$ cat src/rtl/mskrnd_hpc3_src.sv
// Fresh-randomness source for HPC3 gadgets: a bank of seeded 32-bit LFSR lanes,
// warmed up after seeding, then stepped 32 ticks per accepted rnd transfer.
`timescale 1ns/1ps
module mskrnd_hpc3_src #(
  parameter int unsigned d      = 2,
  parameter int unsigned WARMUP = 16,
  localparam int unsigned HPC3RND = d * (d - 1),
  localparam int unsigned NL      = (HPC3RND + 31) / 32
) (
  input  logic               clk,
  input  logic               rst,
  input  logic [31:0]        seed_in,
  input  logic               seed_valid,
  output logic               seed_ready,
  input  logic               reseed,
  output logic [HPC3RND-1:0] rnd_out,
  output logic               rnd_valid,
  input  logic               rnd_ready,
  output logic               busy
);

  localparam int unsigned SCW = (NL > 1) ? $clog2(NL) : 1;
  localparam int unsigned WCW = (WARMUP > 1) ? $clog2(WARMUP) : 1;
  localparam logic [SCW-1:0] SeedLast = SCW'(NL - 1);
  localparam logic [WCW-1:0] WarmLast = WCW'((WARMUP > 0) ? WARMUP - 1 : 0);

  typedef enum logic [1:0] {StLoad, StWarm, StRun} state_e;

  state_e         state_q, state_d;
  logic [SCW-1:0] seed_cnt_q, seed_cnt_d;
  logic [WCW-1:0] warm_cnt_q, warm_cnt_d;
  logic [31:0]    lane_q [NL];
  logic [31:0]    lane_d [NL];
  logic [31:0]    lane_adv [NL];
  logic [HPC3RND-1:0] rnd_word;

  // 32 unrolled LFSR ticks, taps 31/21/1/0.
  function automatic logic [31:0] advance32(input logic [31:0] s);
    logic [31:0] t;
    t = s;
    for (int i = 0; i < 32; i++) begin
      t = {t[30:0], t[31] ^ t[21] ^ t[1] ^ t[0]};
    end
    return t;
  endfunction

  always_comb begin
    for (int i = 0; i < NL; i++) begin
      lane_adv[i] = advance32(lane_q[i]);
    end
  end

  always_comb begin
    rnd_word = '0;
    for (int i = 0; i < HPC3RND; i++) begin
      rnd_word[i] = lane_q[i / 32][i % 32];
    end
  end

  always_comb begin
    state_d    = state_q;
    seed_cnt_d = seed_cnt_q;
    warm_cnt_d = warm_cnt_q;
    lane_d     = lane_q;
    if (reseed) begin
      // Lanes keep old contents; a concurrent transfer is consumed without advancing.
      state_d    = StLoad;
      seed_cnt_d = '0;
      warm_cnt_d = '0;
    end else begin
      unique case (state_q)
        StLoad: begin
          if (seed_valid) begin
            for (int i = 0; i < NL; i++) begin
              if (seed_cnt_q == SCW'(i)) begin
                lane_d[i] = (seed_in == 32'h0) ? 32'h0000_0001 : seed_in;
              end
            end
            if (seed_cnt_q == SeedLast) begin
              seed_cnt_d = '0;
              warm_cnt_d = '0;
              state_d    = (WARMUP == 0) ? StRun : StWarm;
            end else begin
              seed_cnt_d = seed_cnt_q + 1'b1;
            end
          end
        end
        StWarm: begin
          lane_d = lane_adv;
          if (warm_cnt_q == WarmLast) begin
            warm_cnt_d = '0;
            state_d    = StRun;
          end else begin
            warm_cnt_d = warm_cnt_q + 1'b1;
          end
        end
        StRun: begin
          if (rnd_ready) begin
            lane_d = lane_adv;
          end
        end
        default: state_d = StLoad;
      endcase
    end
  end

  always_ff @(posedge clk or posedge rst) begin
    if (rst) begin
      state_q    <= StLoad;
      seed_cnt_q <= '0;
      warm_cnt_q <= '0;
      for (int i = 0; i < NL; i++) begin
        lane_q[i] <= '0;
      end
    end else begin
      state_q    <= state_d;
      seed_cnt_q <= seed_cnt_d;
      warm_cnt_q <= warm_cnt_d;
      lane_q     <= lane_d;
    end
  end

  always_comb begin
    seed_ready = (state_q == StLoad);
    rnd_valid  = (state_q == StRun);
    busy       = (state_q != StRun);
    rnd_out    = rnd_valid ? rnd_word : '0;
  end

endmodule

$ cat config.mk
export PLATFORM = sky130hd
export DESIGN_NAME = mskrnd_hpc3_src
export DESIGN_NICKNAME = d
export VERILOG_FILES = /design/src/rtl/mskrnd_hpc3_src.sv
export SDC_FILE = /design/constraint.sdc
export NUM_CORES = 1
export LEC_CHECK = 0
export ABC_CLOCK_PERIOD_IN_PS = 4590
export CAP_MARGIN = 20
export CORE_MARGIN = 2
export CORE_UTILIZATION = 50
export DETAILED_ROUTE_END_ITERATION = 8
export GPL_ROUTABILITY_DRIVEN = 1
export GPL_TIMING_DRIVEN = 0
export PLACE_DENSITY_LB_ADDON = 0.2
export SETUP_SLACK_MARGIN = 0.15
export SYNTH_ARGS = -nofsm -noshare
export SYNTH_HDL_FRONTEND = slang
export SYNTH_SLANG_ARGS = --single-unit
$ cat constraint.sdc
create_clock -name clk -period 4.59 [get_ports clk]
set_input_delay 1.377 -clock clk [delete_from_list [all_inputs] [get_ports clk]]
set_output_delay 1.377 -clock clk [all_outputs]
set_load 0.005 [all_outputs]
## Yosys cells after proc, flatten, opt, wreduce, memory -nomap -nowiden

Cells that the tools add are included.

- Add/subtract/negate cells: 2
- Equal/unequal tests: 11
- Muxes and demuxes: 20
- Bitwise operators: 97
- Reductions and logical operators: 10

Operators by type and width:

| operator | count |
|---|---|
| $mux W32 | 4 |
| $pmux W32 S3 | 1 |
| $xor A1 B1 Y1 | 96 |
| $logic_not A32 Y1 | 1 |
| $mux W4 | 4 |
| $mux W2 | 5 |
| $ne A2 B2 Y1 const B | 4 |
| $pmux W4 S2 | 1 |
| $ne A3 B3 Y1 const B | 2 |
| $pmux W2 S3 | 1 |
| $reduce_bool A3 Y1 | 2 |
| $reduce_and A5 Y1 | 1 |
| $add A4 B1 Y4 const B | 1 |
| $eq A4 B4 Y1 const B | 1 |
| $mux W1 | 4 |
| $reduce_and A4 Y1 | 1 |
| $reduce_bool A2 Y1 | 2 |
| $ne A3 B2 Y1 const B | 1 |
| $reduce_and A3 Y1 | 1 |
| $eq A2 B1 Y1 const B | 1 |
| $eq A2 B2 Y1 const B | 1 |
| $logic_not A2 Y1 | 1 |
| $ne A2 B1 Y1 const B | 1 |
| $reduce_and A2 Y1 | 1 |
| other kinds (2) | 2 |

- Register bits: 39
- Bits of input ports: 37
- Output and inout port bits: 5
- Logic and storage cells: 144

## Longest topological paths before layout

- Word-level depth: 36
- Depth in mapped cells: 10
- Mapped depth without buffers: 9

## Worst setup path after synthesis

No wires, ideal clock.

- Path kind: flip-flop to flip-flop
- From: register lane_q[0] (netlist name)
- To: register lane_q[1] (netlist name)
- Library setup time: 0.133 ns
- Data arrival time: 3.487 ns
- Data required time: 4.457 ns
- Path slack: 0.969 ns
- Stages on the path, launching flop included: 11
- Buffers on the path: 1
- Clock period less this slack: 3.621 ns
- Path through: dfrtp_1 > buf_2 > xnor3_1 > xnor3_2 > xnor3_2 > xnor3_2 > xnor2_4 > xnor3_2 > xnor2_2 > o22ai_1 > a2bb2oi_2

- Cells in the longest elaborated chain, start to end: 33
- Elaborated cells on any way between the ends: 73
- Those cells by class: mux: 2; bitwise: 71

Ends and longest elaborated chain:

| element | line | RTL |
|---|---|---|
| from (decl) | 32 | `logic [31:0] lane_q [NL];` |
| from (signal assigned) | 119 | `lane_q <= lane_d;` |
| $xor A1 B1 Y1 (30 in series) | 42 | `t = {t[30:0], t[31] ^ t[21] ^ t[1] ^ t[0]};` |
| $xor A1 B1 Y1 (*) | 42 |  |
| $mux W32 | 98 | `if (rnd_ready) begin` |
| $pmux W32 S3 (*) | 71 | `unique case (state_q)` |

Mark *: on every way between the ends. The rest lies on a longest branch, timed or not. The select of a mux whose other input is x is not followed.
A chain may end at the register's enable or synchronous reset.

## Worst setup path after layout

Ends and elaborated chain as after synthesis.

==> metrics <==
status finished clean; number of I/O port buffers 41; overall routing resource usage 24.6%; Final min period 4040 ps; syn_area_per_cell 9.58 µm²; Startpoint Class flop; relative slew slack 36.6%; H-tree depth 2; CP Capture Type flop; number of diodes 0; synthesized area 3160 µm²; CTS tree built; Ports 42; RR Endpoint lane_q[1]; Synth Area in Adders 2.38%; Initial DRT Pass Iterations 4; period utilization 87.9%; Avg Vias per Cell 5.76; first-pass GRT wire length 13.5 mm; core area 6030 µm²; maximum clock insertion buffer count 2; initial antenna violation count 0; post-cts gate resize count 0; initial core utilization 52.5%; largest net degree at the start of global routing 39; Site Rows 28; cts hold-fix bufs 0; reg2reg setup slack 550 ps; WL/cell 18.3 µm; Die X-Extent 83.5 µm; Final nets 422; post-CTS setup buffers 0; Cells on Worst Hold Path 1; Mapped Nets 373; Die Area 6970 µm²; RD Place Congestion 0.912; area fraction in and, or, nand and nor cells after synthesis 10.1%; CP Data Required Time 4750 ps; mux share of post-synthesis cell area 3.17%; Hold Violations, Final 0; Clock transition at path regs 90 ps; final slew viol count 0; Reg-to-Reg Start lane_q[0]; global route overflow 0; Hold Startpoint warm_cnt_q[3]; Max-cap violations 0; Final ANT Viol Nets 0; sequential fraction of the synthesis area 30.1%; initial DRC count 183; vias in the first global route 2636; Clk Latency, worst-skew pair 300 ps; worst path arrival time 4200 ps; Post-Synth XOR/XNOR Area 36.3%; cts bufs inserted 5; Fmax achieved 248 MHz; Finish-stage setup viols 0; Endpoint, Worst Hold warm_cnt_q[3]; Final HPWL DP 6.21 mm; final wirelength 8.31 mm; Fin Setup TNS 0 ps; worst slew pin tran 944 ps; Synth Area in Compound Gates 15.0%; P&R area growth vs syn 19.6%; Min Hold Slack 497 ps; largest family of logic cells by synthesized area XOR/XNOR gates; Yosys cell types 40; share of layout cells above drive strength 1 6.58%; DRC errors left 0; vias 2620; Yosys reg bits 38; highest fanout seen on the critical path 7; Mapped Cells 330; unrepaired setup endpoints after global routing false; CTS sink count 38; worst-case reg-to-reg path depth 10; Worst Hold Class flop to flop; Post-Route Skew 15.1 ps; synth warn 0; clk root buf clkbuf_8; Setup CP Type flop to flop; Die Span Y 83.5 µm
[state kept, by name, indices dropped and copies added, names as in the netlist]
signal      count
lane_q         32
warm_cnt_q      4
state_q         2
[final cells by class]
class	instances	area, µm²
clock inverter	2	37.5
fill	503	2250
buffer	17	67.6
inverter	8	30.0
sequential	38	951
tap	75	93.8
clock buffer	6	72.6
multi-input combinational	267	2110
timing repair buffer	42	415
[per-layer routing]
metal | global-route usage [%] | up-vias | part of all wire [%]
li1 | - | 1231 | -
met1 | 35.1 | 1265 | 46
met2 | 38.9 | 112 | 45
met3 | 4.35 | 12 | 7.6
met4 | 6.60 | 0 | 1.3
met5 | 0 | - | 0
[per-stage QoR]
stage	std cells	instance area (µm²)	utilization, %	setup slack [ps]
3_5_place_dp	447	3670	60.9	552
6_report	455	3780	62.7	553
2_1_floorplan	330	3160	-	969
4_1_cts	455	3780	62.7	518
3_3_place_gp	446	3660	60.8	607
5_1_grt	455	3780	62.7	392
[kinds of logic (layout without fill, tap and decap cells)]
logic type	count (synthesis)	in the layout
DFF	38	38
buffers and inverters	25	75
and+or+nand+nor	71	71
adders and majority gates	6	6
muxes	10	10
xor gates and xnor gates	101	101
AOI/OAI and AO/OA	79	79
[worst max-delay path, cell delays in order (launching register included)]
cell,delay [ps]
dfrtp_1,360
buf_2,180
xnor3_1,390
xnor3_2,570
xnor3_2,560
xnor3_2,530
xnor2_4,310
xnor3_2,530
xnor2_2,180
o22ai_1,200
a2bb2oi_2,80
[how the worst max path moves through the flow]
stage	from	endpoint	slack (ps)
after detailed placement	lane_q[0]	lane_q[1]	550
final	lane_q[0]	lane_q[1]	550
after CTS	lane_q[0]	lane_q[1]	520
after global placement	lane_q[0]	lane_q[1]	610
after global routing	lane_q[0]	lane_q[1]	390
after floorplan	lane_q[0]	lane_q[1]	970
[cell usage after synthesis, drive strengths merged]
cell	n	share of area, %
nor2b	1	0.20
nand2b	1	0.20
xor3	1	0.75
nor2	15	1.8
or4	1	0.24
ha	6	2.4
xnor2	63	18
a21oi	20	3.3
dfrtp	38	30
nand4	2	0.40
a21o	6	1.4
mux2i	10	3.2
inv	8	0.95
o21a	1	0.24
o21ai	31	4.9
nor3	4	0.63
a211o	1	0.28
clkbuf	13	1.5
o22ai	8	1.6
a22oi	2	0.47
buf	4	0.59
xnor3	14	11
o32ai	1	0.28
a31oi	1	0.20
and2	2	0.40
nor4	9	1.8
nand2	32	3.8
a2bb2oi	5	1.6
a211oi	2	0.47
nand3	4	0.63
xor2	23	6.6
o31ai	1	0.24
[placed cells by master (no fill, tap or decap), types with 2 or more instances in the layout]
cell type,Yosys,final
xnor3_1,6,6
a21oi_1,19,19
nor3_1,4,4
o21ai_0,31,31
clkbuf_8,0,5
mux2i_1,10,10
xnor3_2,4,4
nor4_1,9,9
nand3_1,4,4
nand2_1,32,32
dfrtp_1,38,38
ha_1,6,6
xnor2_1,61,61
and2_1,2,2
clkbuf_1,13,14
a211oi_1,2,2
a22oi_1,2,2
nor2_1,15,15
nand4_1,2,2
o22ai_1,8,8
a21o_1,6,6
clkdlybuf4s50_1,0,41
xnor3_4,4,4
a2bb2oi_1,4,4
inv_1,8,7
buf_2,3,4
xor2_1,22,22
Power is left out: the tool's default activity adds up to more than one toggle a clock period on the data nets, which glitch-free logic cannot reach.
